===== src/rtl/uart_test_pkg.sv =====
// Shared constants for the UART echo tester: FSM state codes, LFSR taps and defaults.
package uart_test_pkg;

  localparam logic [2:0] ST_IDLE    = 3'd0;
  localparam logic [2:0] ST_SEND    = 3'd1;
  localparam logic [2:0] ST_WAIT_RX = 3'd2;
  localparam logic [2:0] ST_NEXT    = 3'd3;
  localparam logic [2:0] ST_DONE    = 3'd4;

  localparam logic [7:0]  LFSR_TAPS   = 8'hB8;
  localparam logic [31:0] DEF_TIMEOUT = 32'd50000;
  localparam logic [7:0]  DEF_SEED    = 8'h5A;

  // Fibonacci step for x^8+x^6+x^5+x^4+1, shifting toward the MSB.
  function automatic logic [7:0] lfsr8_next(input logic [7:0] s);
    return {s[6:0], ^(s & LFSR_TAPS)};
  endfunction

endpackage


===== src/rtl/pattern_gen.sv =====
// Test byte source for the echo tester. Define UART_ECHO_TESTER_LFSR_EN for an
// 8-bit LFSR pattern (top N bits used); otherwise an incrementing counter from SEED.
module pattern_gen
  import uart_test_pkg::*;
#(
  parameter int unsigned N    = 8,
  parameter logic [7:0]  SEED = DEF_SEED
) (
  input  logic         sysclk,
  input  logic         reset,
  input  logic         load,
  input  logic         advance,
  output logic [N-1:0] value
);

`ifdef UART_ECHO_TESTER_LFSR_EN
  logic [7:0] lfsr;

  always_ff @(posedge sysclk) begin
    if (reset) begin
      lfsr <= '0;
    end else if (load) begin
      lfsr <= SEED;
    end else if (advance) begin
      lfsr <= lfsr8_next(lfsr);
    end
  end

  assign value = lfsr[7 -: N];
`else
  logic [N-1:0] cnt;

  always_ff @(posedge sysclk) begin
    if (reset) begin
      cnt <= '0;
    end else if (load) begin
      cnt <= N'(SEED);
    end else if (advance) begin
      cnt <= cnt + 1'b1;
    end
  end

  assign value = cnt;
`endif

endmodule


===== src/rtl/uart_echo_tester.sv =====
// Burst echo tester for my_uart: sends a byte pattern, checks each echo within TIMEOUT.
// Pattern source selected by UART_ECHO_TESTER_LFSR_EN (see pattern_gen).
module uart_echo_tester
  import uart_test_pkg::*;
#(
  parameter int unsigned N         = 8,
  parameter int unsigned NUM_BYTES = 16,
  parameter logic [31:0] TIMEOUT   = DEF_TIMEOUT,
  parameter logic [7:0]  SEED      = DEF_SEED,
  parameter int unsigned CNT_W     = 16
) (
  input  logic             sysclk,
  input  logic             reset,
  input  logic             start_i,
  output logic             tx_start_o,
  output logic [N-1:0]     tx_data_o,
  input  logic             tx_end_i,
  input  logic             rx_end_i,
  input  logic             rx_err_i,
  input  logic [N-1:0]     rx_data_i,
  output logic             busy_o,
  output logic             done_o,
  output logic             pass_o,
  output logic [CNT_W-1:0] err_cnt_o
);

  localparam int unsigned         IDX_W    = (NUM_BYTES > 1) ? $clog2(NUM_BYTES) : 1;
  localparam logic [IDX_W-1:0]    LAST_IDX = IDX_W'(NUM_BYTES - 1);
  localparam logic [31:0]         TMO_LAST = TIMEOUT - 32'd1;

  logic [2:0]       state, state_nx;
  logic [IDX_W-1:0] idx;
  logic [31:0]      timer;
  logic [CNT_W-1:0] err_cnt;
  logic             tx_done;
  logic             pass_q;
  logic             pat_load, pat_adv;
  logic [N-1:0]     pattern;
  logic             timeout_hit;
  logic             byte_bad;
  logic             last_byte;

  pattern_gen #(
    .N    (N),
    .SEED (SEED)
  ) u_pattern_gen (
    .sysclk  (sysclk),
    .reset   (reset),
    .load    (pat_load),
    .advance (pat_adv),
    .value   (pattern)
  );

  assign timeout_hit = (timer == TMO_LAST);
  assign last_byte   = (idx == LAST_IDX);
  // A received frame takes priority over a timeout landing in the same cycle.
  assign byte_bad    = rx_end_i ? (rx_err_i || (rx_data_i != pattern)) : timeout_hit;

  always_comb begin
    state_nx = state;
    pat_load = 1'b0;
    pat_adv  = 1'b0;
    case (state)
      ST_IDLE: begin
        if (start_i) begin
          state_nx = ST_SEND;
          pat_load = 1'b1;
        end
      end
      ST_SEND:    state_nx = ST_WAIT_RX;
      ST_WAIT_RX: if (rx_end_i || timeout_hit) state_nx = ST_NEXT;
      ST_NEXT: begin
        if (tx_done) begin
          if (last_byte) begin
            state_nx = ST_DONE;
          end else begin
            state_nx = ST_SEND;
            pat_adv  = 1'b1;
          end
        end
      end
      ST_DONE:    state_nx = ST_IDLE;
      default:    state_nx = ST_IDLE;
    endcase
  end

  always_ff @(posedge sysclk) begin
    if (reset) begin
      state   <= ST_IDLE;
      idx     <= '0;
      timer   <= '0;
      err_cnt <= '0;
      tx_done <= 1'b0;
      pass_q  <= 1'b0;
    end else begin
      state <= state_nx;
      case (state)
        ST_IDLE: begin
          if (start_i) begin
            idx     <= '0;
            timer   <= '0;
            err_cnt <= '0;
            pass_q  <= 1'b0;
          end
        end
        ST_WAIT_RX: begin
          timer <= timer + 32'd1;
          if ((rx_end_i || timeout_hit) && byte_bad && (err_cnt != '1)) begin
            err_cnt <= err_cnt + 1'b1;
          end
        end
        ST_NEXT: begin
          // pass_o is updated on the edge into DONE so it lines up with done_o.
          if (tx_done) begin
            if (last_byte) begin
              pass_q <= (err_cnt == '0);
            end else begin
              idx   <= idx + 1'b1;
              timer <= '0;
            end
          end
        end
        default: ;
      endcase

      if (state_nx == ST_SEND) begin
        tx_done <= 1'b0;
      end else if ((state != ST_IDLE) && tx_end_i) begin
        tx_done <= 1'b1;
      end
    end
  end

  assign tx_start_o = (state == ST_SEND);
  assign tx_data_o  = pattern;
  assign busy_o     = (state != ST_IDLE);
  assign done_o     = (state == ST_DONE);
  assign pass_o     = pass_q;
  assign err_cnt_o  = err_cnt;

endmodule

===== config.mk =====
export PLATFORM = sky130hd
export DESIGN_NAME = uart_echo_tester
export DESIGN_NICKNAME = d
export VERILOG_FILES = /design/src/rtl/uart_test_pkg.sv /design/src/rtl/pattern_gen.sv /design/src/rtl/uart_echo_tester.sv
export SDC_FILE = /design/constraint.sdc
export NUM_CORES = 1
export LEC_CHECK = 0
export ABC_AREA = 1
export CAP_MARGIN = 20
export CORE_MARGIN = 3
export CORE_UTILIZATION = 45
export DETAILED_ROUTE_END_ITERATION = 8
export DONT_BUFFER_PORTS = 1
export GPL_ROUTABILITY_DRIVEN = 0
export SLEW_MARGIN = 20
export SYNTH_ARGS = -nofsm -noshare
export SYNTH_HDL_FRONTEND = slang
export SYNTH_HIERARCHICAL = 1
export SYNTH_SLANG_ARGS = --single-unit

===== constraint.sdc =====
create_clock -name sysclk -period 2.2 [get_ports sysclk]
set_input_delay 0.33 -clock sysclk [delete_from_list [all_inputs] [get_ports sysclk]]
set_output_delay 0.33 -clock sysclk [all_outputs]
set_load 0.01 [all_outputs]

* After elaboration in Yosys (flattened, before gate mapping)
Index checks and enable logic that the tools add are counted. W data, S select, Z words.
Word-level totals: bits of input ports 14, register bits 65, output and inout bits 28, word-level logic and storage cells 72
Operators by class: muxes and demuxes 28, reduce and logical (&&, ||, !) cells 18, eq/ne operators 14, $add $sub $neg 4
Operators with widths (number):
- $mux W32 | 3
- $pmux W32 S3 | 1
- $add A32 B1 Y32 const B | 1
- $eq A32 B16 Y1 const B | 1
- $mux W16 | 2
- $pmux W16 S2 | 1
- $add A16 B1 Y16 const B | 1
- $logic_not A16 Y1 | 1
- $ne A16 B16 Y1 const B | 1
- $mux W7 | 2
- $mux W3 | 4
- $mux W4 | 3
- $pmux W3 S4 | 1
- $reduce_and A4 Y1 | 3
- $ne A2 B2 Y1 const B | 5
- $mux W1 | 9
- $add A8 B1 Y8 const B | 1
- $ne A8 B8 Y1 | 1
- $pmux W4 S2 | 1
- $eq A3 B1 Y1 const B | 2
- $eq A3 B2 Y1 const B | 2
- $reduce_bool A2 Y1 | 3
- $reduce_bool A3 Y1 | 2
- $add A4 B1 Y4 const B | 1
- 8 further kinds | 12

* Longest topological paths before layout
Gate-level depths: netlist (run 1).
depth in word-level cells 7, depth in mapped cells 16, mapped depth without buffers 16

* Modules after synthesis
The synthesis (run 1) kept the hierarchy.
By module, submodules not included:
- uart_echo_tester | area an instance 3772.4 µm², times used 1, cells each 610
- pattern_gen | area an instance 434.2 µm², times used 1, cells each 68

* Least setup slack after synthesis (run 1)
OpenSTA, ideal clock, no wires.
path kind reg-to-reg, start point reg err_cnt[1] (netlist: err_cnt_o[1]), end point reg err_cnt[3] (netlist: err_cnt_o[3]), stages on the path, launching flop included 12, required time 2085 ps, setup slack 408 ps, arrival 1677 ps, path through dfxtp_1 > ha_1 > nand2_1 > nor2_2 > nand2_2 > nor3_2 > nand2_1 > nand3_2 > nand2_4 > buf_4 > a21oi_1 > nor2_1
Between the ends: cells in the longest elaborated chain, start to end 4, elaborated cells on any way between the ends 7, classes of those cells add/sub: 1; eq/ne: 2; mux: 2; reduce/logical: 2
RTL lines:
- start: declaration | line uart_echo_tester.sv:34 | logic [CNT_W-1:0] err_cnt;
- start signal: assignment | line uart_echo_tester.sv:109 | err_cnt <= err_cnt + 1'b1;
- branches (longest 4 deep; another with $add A16 B1 Y16)
Several ways; the timed one is not identified. The select of a mux whose other input is x is not followed. A chain may end at the register's enable or synchronous reset.

* Worst setup path after layout (run 1)
start point reg timer[0], end point reg timer[26]
Between the ends: cells in the longest elaborated chain, start to end 2
RTL lines:
- start: declaration | line uart_echo_tester.sv:33 | logic [31:0] timer;
- start signal: assignment | line uart_echo_tester.sv:107 | timer <= timer + 32'd1;
- $add A32 B1 Y32 | line uart_echo_tester.sv:107
- $pmux W32 S3 | line uart_echo_tester.sv:97 | case (state)
Every way passes these cells.

==> results of run 1 <==
## logic make-up after synthesis
| family | synth area share |
|---|---|
| and+or+nand+nor | 0.450 |
| buffers and inverters | 0.110 |
| AOI/OAI and AO/OA | 0.0907 |
| DFF | 0.309 |
| xor gates and xnor gates | 0.0229 |
| adders and majority gates | 0.0149 |
| muxes | 0.00238 |
## power by group through the flow
stage	sequential (uW)	combinational, uW	clock (uW)
after floorplan	1330	433	0
after global placement	1320	553	0
after detailed placement	1320	561	0
after CTS	1290	564	950
after global routing	1300	633	1010
final	1290	565	920
## flip-flops by register name, summed over array words and instances, names as in the netlist
signal               flops
err_cnt_o               16
idx                      4
pass_o                   1
state                    3
timer                   32
tx_done                  1
u_pattern_gen/value      8
## worst paths after layout
| kind | endpoint | slack, ns |
|---|---|---|
| worst max register to register | timer[26] | 0.27 |
| worst min-delay path | pass_o | 0.06 |
| worst max-delay path | timer[26] | 0.27 |
| worst min register to register | idx[1] | 0.48 |
## layout make-up
| type | instances | area, um^2 | area share |
|---|---|---|---|
| Tap cell | 108 | 135 | 0.0298 |
| Multi-Input combinational cell | 501 | 2450 | 0.541 |
| Clock buffer | 13 | 169 | 0.0373 |
| Inverter | 96 | 362 | 0.0798 |
| Timing Repair Buffer | 15 | 113 | 0.0249 |
| Sequential cell | 65 | 1300 | 0.287 |
## repair_timing
action | in CTS | in global routing
endpoints found under the setup margin | 0 | 1
gates resized for setup | 0 | 1
hold endpoints to repair | 0 | 0
## critical path, stage by stage (launching register included)
cell and delay [ns]:
dfxtp_1 0.36, ha_1 0.18, nand2_1 0.09, nor2_2 0.17
nand2_1 0.13, nor2_1 0.16, inv_1 0.07, nor2_1 0.18
nand3_1 0.20, o21ai_1 0.17, nand2_1 0.06, nor2_1 0.09
## routing by layer
metal,vias up,share of wire
li1,2189,-
met4,0,0.010
met3,13,0.062
met1,1934,0.49
met2,107,0.44
met5,-,0
## synth_stat cells (all sizes together)
master,instances
o211ai,1
nor4,6
mux2i,1
and2,1
nor2,105
clkinv,2
xor2,9
nor3b,5
or2,2
nand4,10
and3,1
a31oi,1
nand2,185
o31ai,1
ha,5
clkbuf,7
a21oi,54
xnor2,2
inv,94
o21ai,13
nand3b,3
nor3,33
a41oi,1
buf,9
nand3,62
dfxtp,65
## metrics by stage
step / utilization / area (um^2) / std cells / power, uW / setup slack, ns
global route: 0.510 / 4530 / 798 / 2940 / 0.0199
finish: 0.510 / 4530 / 798 / 2780 / 0.274
detailed placement: 0.490 / 4350 / 785 / 1880 / 0.285
floorplan: - / 4210 / 678 / 1760 / 0.408
global placement: 0.490 / 4350 / 785 / 1870 / 0.326
CTS: 0.509 / 4520 / 798 / 2810 / 0.277
==> run summary, run 1 <==
Status: complete, no violations
Post-DP HPWL: 8.10 mm
Standard-cell rows: 34
Final period util: 0.875
Synth cell types: 41
CTS max path bufs: 2
Wirelength per Cell: 13.3 um
Most common cell after layout, fill and taps aside: nand2_1
Clock Latency Late Sink: 0.34 ns
Clk sinks: 65
CP required: 2.47 ns
Global routing's busiest layer: met2
GR Overflow Total: 0
Arrival time worst endpoint: 2.20 ns
Fraction of final layout cells sized beyond drive strength 1: 0.0928
Clock power frac: 0.331
First-pass GRT wire length: 17.4 mm
Hold WC Path Type: in -> reg
Switching Share: 0.320
Startpoint class of the critical path: register
DIE AREA: 10,500 um^2
Static leakage: 0.00181 uW
Syn Std Cell Area: 4210 um^2
Crit path time final: 1.93 ns
Achievable Freq: 0.519 GHz
Final hold violation count: 0
Antenna violations before repair: 0
Worst-path clk slew: 0.07 ns
#FFs+latches synth: 65
Vias in the first global route: 3,754
PwrDens: 614 nW/um^2
Actual slew at the worst max-slew pin: 0.464 ns
Crit Path Class: reg -> reg
Post-synthesis net count: 697
Filler cell count: 921
Met1 GRT Util: 0.292
P_sw: 889 uW
Port buffer count: 0
Post-Route Setup TNS: 0 ns
Setup-failing EPs final: 0
Post-synthesis instance total: 678
Yosys warns: 6
Final hold slack: 0.0587 ns
Hold-critical path depth: 1
# IOs: 42
Seq/Total Area, Yosys: 0.309
Antenna viol nets, final: 0
GRT met2 Usage: 0.314
CTS buffer count: 9
Core area: 8890 um^2
Via-per-instance ratio: 5.32
Vias: 4,243
Synth top area share: 0.309
Crit path from: timer[0]
Slew Viols, Final: 0
# Max-Cap Violations: 0
CTS hold repair buffers: 0
Crit-path max FO: 4
Int Power: 1890 uW
Post CTS Setup Buffer Count: 0
R2R cell count: 11
Antenna Diode Count: 0
RSZ-0062 raised after global routing: false
Total Nets Final: 707
Clock Skew: 0.0105 ns
CTS root buffer: clkbuf_8
Peak supply drop: 0.000256 V
GRT Overall Usage: 0.206
Starting Density: 0.473
Die X: 103 um
Cell taking the most area after synthesis: dfxtp_1
DR pass1 iterations: 5
Register share of total power: 0.466
Drc violations: 0
FF-to-FF Start: timer[0]
Combinational fraction of design power: 0.203
Kind of end point of the critical path: register
Area growth, synth to finish: 7.70%
Synth top area cells: dfxtp_1 (31%), nand2_1 (16%), nor2_1 (8.5%), inv_1 (8.0%), nand3_1 (7.3%)
Most frequent cells in the layout: nand2_1 (174), nor2_1 (95), inv_1 (90), dfxtp_1 (65), nand3_1 (61)
Htree depth: 3
HP Start: reset
Met3 Use GR: 0.0392
TritonCTS clock tree: yes
Largest net degree at the start of global routing: 33
Die H: 103 um
Rel. slew slack: 0.688
Avg Cell Area, Syn: 6.20 um^2
DR iter-0 viols: 194
Final WL: 10.6 mm
Note: power is estimated with default switching activity, not from simulation.
==> run 2: changes to the inputs <==
GPL_TIMING_DRIVEN = 0   (was unset)
==> run summary, run 2 (synthesis gave the netlist of run 1 again) <==
Status: complete, no violations
Actual slew at the worst max-slew pin: 0.517 ns (+0.0532 ns)
DR pass1 iterations: 4 (-1)
RSZ-0062 raised after global routing: false
First-pass GRT wire length: 18.0 mm (+3.6%)
Final hold violation count: 0 (unchanged)
Post-route cell area: 4540 um^2 (+0.25%)
Starting Density: 0.473 (unchanged)
Critical-path top delay cell: dfxtp_1
PwrDens: 633 nW/um^2 (+3.1%)
Resized Gates After CTS: 0 (unchanged)
Largest stage delay, worst path: 0.39 ns (+0.03 ns)
Core area: 8890 um^2 (unchanged)
Filler cell count: 935 (+1.5%)
# Max-Cap Violations: 0 (unchanged)
Placed Area: 4340 um^2 (-0.26%)
Die H: 103 um (unchanged)
Crit Path Class: reg -> reg
Multi-input logic area: 2460 um^2 (+0.20%)
Most frequent cells in the layout: nand2_1 (174), nor2_1 (94), inv_1 (90), dfxtp_1 (63), nand3_1 (60)
Htree depth: 3 (unchanged)
CTS root buffer: clkbuf_8
Area growth, synth to finish: 7.97%
Via-per-instance ratio: 5.24 (-1.5%)
Achievable Freq: 0.499 GHz (-3.9%)
GRT Overall Usage: 0.217 (+0.0106)
Crit-path max FO: 4 (unchanged)
Reg area: 1300 um^2 (+0.19%)
Slew Viols, Final: 0 (unchanged)
Crit-path leading delay family: simple AND/OR/NAND/NOR gates
Fraction of final layout cells sized beyond drive strength 1: 0.0938 (+0.00104)
DIE AREA: 10,500 um^2 (unchanged)
Hold WC Path Type: in -> reg
Static leakage: 0.00182 uW (+0.22%)
CTS hold repair buffers: 0 (unchanged)
CTS buffer count: 9 (unchanged)
Most common cell after layout, fill and taps aside: nand2_1
Kind of end point of the critical path: register
Vias: 4,197 (-1.1%)
Final period util: 0.911 (+0.0354)
Largest net degree at the start of global routing: 12 (-64%)
Wirelength per Cell: 13.6 um (+2.3%)
Crit path time final: 2.00 ns (+0.0779 ns)
CP bufs+invs: 1 (unchanged)
Worst-path clk slew: 0.07 ns (about the same)
DR iter-0 viols: 167 (-14%)
Clk sinks: 65 (unchanged)
Post CTS Setup Buffer Count: 0 (unchanged)
Port buffer count: 0 (unchanged)
TritonCTS clock tree: yes
GR Overflow Total: 0 (unchanged)
Post-DP HPWL: 8.38 mm (+3.5%)
Post-Route Setup TNS: 0 ns (unchanged)
CTS max path bufs: 2 (unchanged)
Max FFs per register: 32 (unchanged)
Die X: 103 um (unchanged)
CP required: 2.43 ns (-0.04 ns)
Final WL: 10.9 mm (+2.7%)
Clock Skew: 0.00809 ns (-0.00240 ns)
Rel. slew slack: 0.655 (-0.0331)
Crit-path cells: ha_1, nand2_1, nor2_2, nand2_1, nor2_1, inv_1, nor2_2, nand3_2, nor3_1, nor2_1
Setup-failing EPs final: 0 (unchanged)
Total Nets Final: 708 (+0.14%)
Antenna violations before repair: 0 (unchanged)
# IOs: 42 (unchanged)
Antenna Diode Count: 0 (unchanged)
Largest Register: timer
Arrival time worst endpoint: 2.24 ns (+0.04 ns)
Drc violations: 0 (unchanged)
Antenna viol nets, final: 0 (unchanged)
Clock Latency Late Sink: 0.34 ns (about the same)
Standard-cell rows: 34 (unchanged)
Startpoint class of the critical path: register
Vias in the first global route: 3,829 (+2.0%)
Peak supply drop: 0.000392 V (+53%)
## run 2: power by group
group / internal (uW) / switching [uW] / leakage (uW)
clock: 511 / 485 / 0.0000909
combinational: 181 / 372 / 0.00120
sequential: 1230 / 98.9 / 0.000527
total: 1920 / 955 / 0.00182
## run 2: path summary, 6_finish.rpt
check | from | endpoint | slack, ns | depth (start not counted)
worst max register to register | timer[0] | timer[26] | 0.20 | 10
worst min register to register | idx[0] | idx[0] | 0.49 | 1
worst min-delay path | reset | u_pattern_gen/value[1] | 0.05 | 1
worst max-delay path | timer[0] | timer[26] | 0.20 | 10
## run 2: final cells by class
cell class,count,share of cell area
buffer,16,0.0223
multi-input combinational,501,0.541
tap,108,0.0298
sequential,65,0.287
inverter,96,0.0796
clock inverter,6,0.0132
clock buffer,9,0.0273
## run 2: per-layer routing
layer | wire length [um] | track usage | up-vias
met5 | 0 | 0 | -
met4 | 104 | 0.0515 | 0
li1 | - | - | 2190
met3 | 758 | 0.0589 | 9
met1 | 5260 | 0.304 | 1867
met2 | 4770 | 0.332 | 131
## run 2: worst reg2reg max path, stage by stage (launching register included)
cell and delay (ns):
dfxtp_1 0.39, ha_1 0.19, nand2_1 0.10, nor2_2 0.21, nand2_1 0.14, nor2_1 0.18, inv_1 0.09, nor2_2 0.17
nand3_2 0.15, nor3_1 0.19, nor2_1 0.07
## run 2: metrics by stage
| stage | setup WS (ns) | hold WS, ns | utilization | cells | power (uW) |
|---|---|---|---|---|---|
| global placement | 0.112 | 0.408 | 0.488 | 786 | 1900 |
| CTS | 0.0641 | 0.0318 | 0.509 | 801 | 2910 |
| finish | 0.196 | 0.0482 | 0.511 | 801 | 2870 |
| detailed placement | 0.0818 | 0.406 | 0.488 | 786 | 1910 |
| global route | 0.00140 | 0.0245 | 0.511 | 801 | 3030 |
| floorplan | 0.408 | 0.399 | - | 678 | 1760 |
==> run 3: changes to the inputs <==
CORE_UTILIZATION = 39   (was 45)
==> run summary, run 3 (synthesis gave the netlist of run 1 again) <==
Status: complete, no violations
Peak supply drop: 0.000341 V (-13%)
Via-per-instance ratio: 5.16 (-1.6%)
Core area: 10,400 um^2 (+17%)
GR Overflow Total: 0 (unchanged)
Clk sinks: 65 (unchanged)
Largest net degree at the start of global routing: 12 (unchanged)
Crit-path max FO: 10 (+6)
Max FFs per register: 32 (unchanged)
Die H: 110 um (+7.0%)
# Max-Cap Violations: 0 (unchanged)
Antenna viol nets, final: 0 (unchanged)
Worst-path clk slew: 0.08 ns (about the same)
First-pass GRT wire length: 18.2 mm (+1.4%)
Vias: 4,279 (+2.0%)
Clock Skew: 0.0130 ns (+0.00492 ns)
GRT Overall Usage: 0.190 (-0.0271)
Standard-cell rows: 37 (+8.8%)
# IOs: 42 (unchanged)
Drc violations: 0 (unchanged)
Startpoint class of the critical path: register
Actual slew at the worst max-slew pin: 0.519 ns (+0.00187 ns)
Final hold violation count: 0 (unchanged)
Final WL: 10.9 mm (+0.49%)
Htree depth: 3 (unchanged)
Total Nets Final: 708 (unchanged)
Hold WC Path Type: in -> reg
Area growth, synth to finish: 8.63%
Arrival time worst endpoint: 2.26 ns (+0.02 ns)
Placed Cells: 814 (+3.6%)
Final period util: 0.920 (+0.00958)
Antenna violations before repair: 0 (unchanged)
Most frequent cells in the layout: nand2_1 (174), nor2_1 (95), inv_1 (90), dfxtp_1 (63), nand3_1 (60)
Final non-filler cell total: 830 (+3.6%)
Core Util, Final: 0.439 (-0.0722)
Wirelength per Cell: 13.2 um (-3.0%)
CTS max path bufs: 2 (unchanged)
DR iter-0 viols: 380 (+130%)
Pre-CTS setup slack: 0.0840 ns (+0.00219 ns)
Antenna Diode Count: 0 (unchanged)
CP required: 2.44 ns (about the same)
Die X: 110 um (+7.0%)
Crit path time final: 2.02 ns (+0.0211 ns)
Crit Path Class: reg -> reg
Setup-failing EPs final: 0 (unchanged)
Final WS setup: 0.175 ns (-0.0211 ns)
Post CTS Setup Buffer Count: 0 (unchanged)
Fraction of final layout cells sized beyond drive strength 1: 0.0922 (-0.00158)
Tot Pwr: 2800 uW (-2.4%)
Final hold slack: 0.0412 ns (-0.00698 ns)
PwrDens: 614 nW/um^2 (-3.0%)
Vias in the first global route: 3,928 (+2.6%)
Achievable Freq: 0.494 GHz (-1.0%)
DR pass1 iterations: 5 (+1)
Port buffer count: 0 (unchanged)
CTS root buffer: clkbuf_8
Post-DP HPWL: 8.39 mm (+0.14%)
Rel. slew slack: 0.654 (-0.00125)
Static leakage: 0.00181 uW (-0.45%)
Starting Density: 0.404 (-0.0693)
Slew Viols, Final: 0 (unchanged)
TritonCTS clock tree: yes
Most common cell after layout, fill and taps aside: nand2_1
Largest Register: timer
CTS buffer count: 9 (unchanged)
Kind of end point of the critical path: register
Clock Latency Late Sink: 0.35 ns (about the same)
DIE AREA: 12,100 um^2 (+14%)
==> run 3: cell count changes in the layout (fill, tap and decap cells not counted) <==
cell and delta:
bufinv_16 -1, clkbuf_8 +1, nor3_2 +1, clkbuf_1 +2, nor2_1 +1, clkinv_2 -2
nor2_2 -1, clkinv_4 +1, nor3_1 -1
==> run 3: final timing paths <==
path	from	to	slack, ns	cells after the start
setup / recovery	err_cnt_o[1]	err_cnt_o[13]	0.18	11
hold / removal	reset	u_pattern_gen/value[1]	0.04	1
setup reg to reg	err_cnt_o[1]	err_cnt_o[13]	0.18	11
hold reg to reg	idx[0]	idx[0]	0.50	1
==> run 3: where the power goes <==
group          internal (uW)  switching, uW
Sequential              1230            100
Clock                    441            482
Combinational            181            373
==> run 3: worst max-delay path, cell delays in order (launching register included) <==
cell,delay [ns]
dfxtp_2,0.42
ha_1,0.25
nand2_1,0.10
nor2_2,0.20
nand2_2,0.11
nor3_4,0.18
nand2_1,0.10
nand3_2,0.10
nand2_4,0.08
buf_4,0.18
a21oi_1,0.14
nor2_1,0.06
==> run 3: timing repair <==
action / 4_1_cts / 5_1_grt
hold endpoints to repair: 0 / 0
setup endpoints to repair: 0 / 17
hold buffers: 0 / 0
gates resized for setup: 0 / 5
==> run 3: per-stage QoR <==
| stage | cell area [um^2] | TNS [ns] |
|---|---|---|
| after global routing | 4570 | -0.0250 |
| final | 4570 | 0 |
| after detailed placement | 4380 | 0 |
| after global placement | 4380 | 0 |
| after CTS | 4550 | 0 |
| after floorplan | 4210 | 0 |
==> run 3: cell type report <==
cell class | count | area [um^2]
clock buffer | 12 | 145
buffer | 16 | 101
inverter | 96 | 362
multi-input combinational | 501 | 2460
tap | 136 | 170
sequential | 65 | 1300
clock inverter | 4 | 28.8
fill | 1105 | 5850
==> run 3: per-layer routing <==
layer	global-route usage	wire, um	vias to the layer above
li1	-	-	2189
met1	0.247	5050	1965
met2	0.309	5060	112
met3	0.0452	692	13
met4	0.0570	138	0
met5	0	0	-
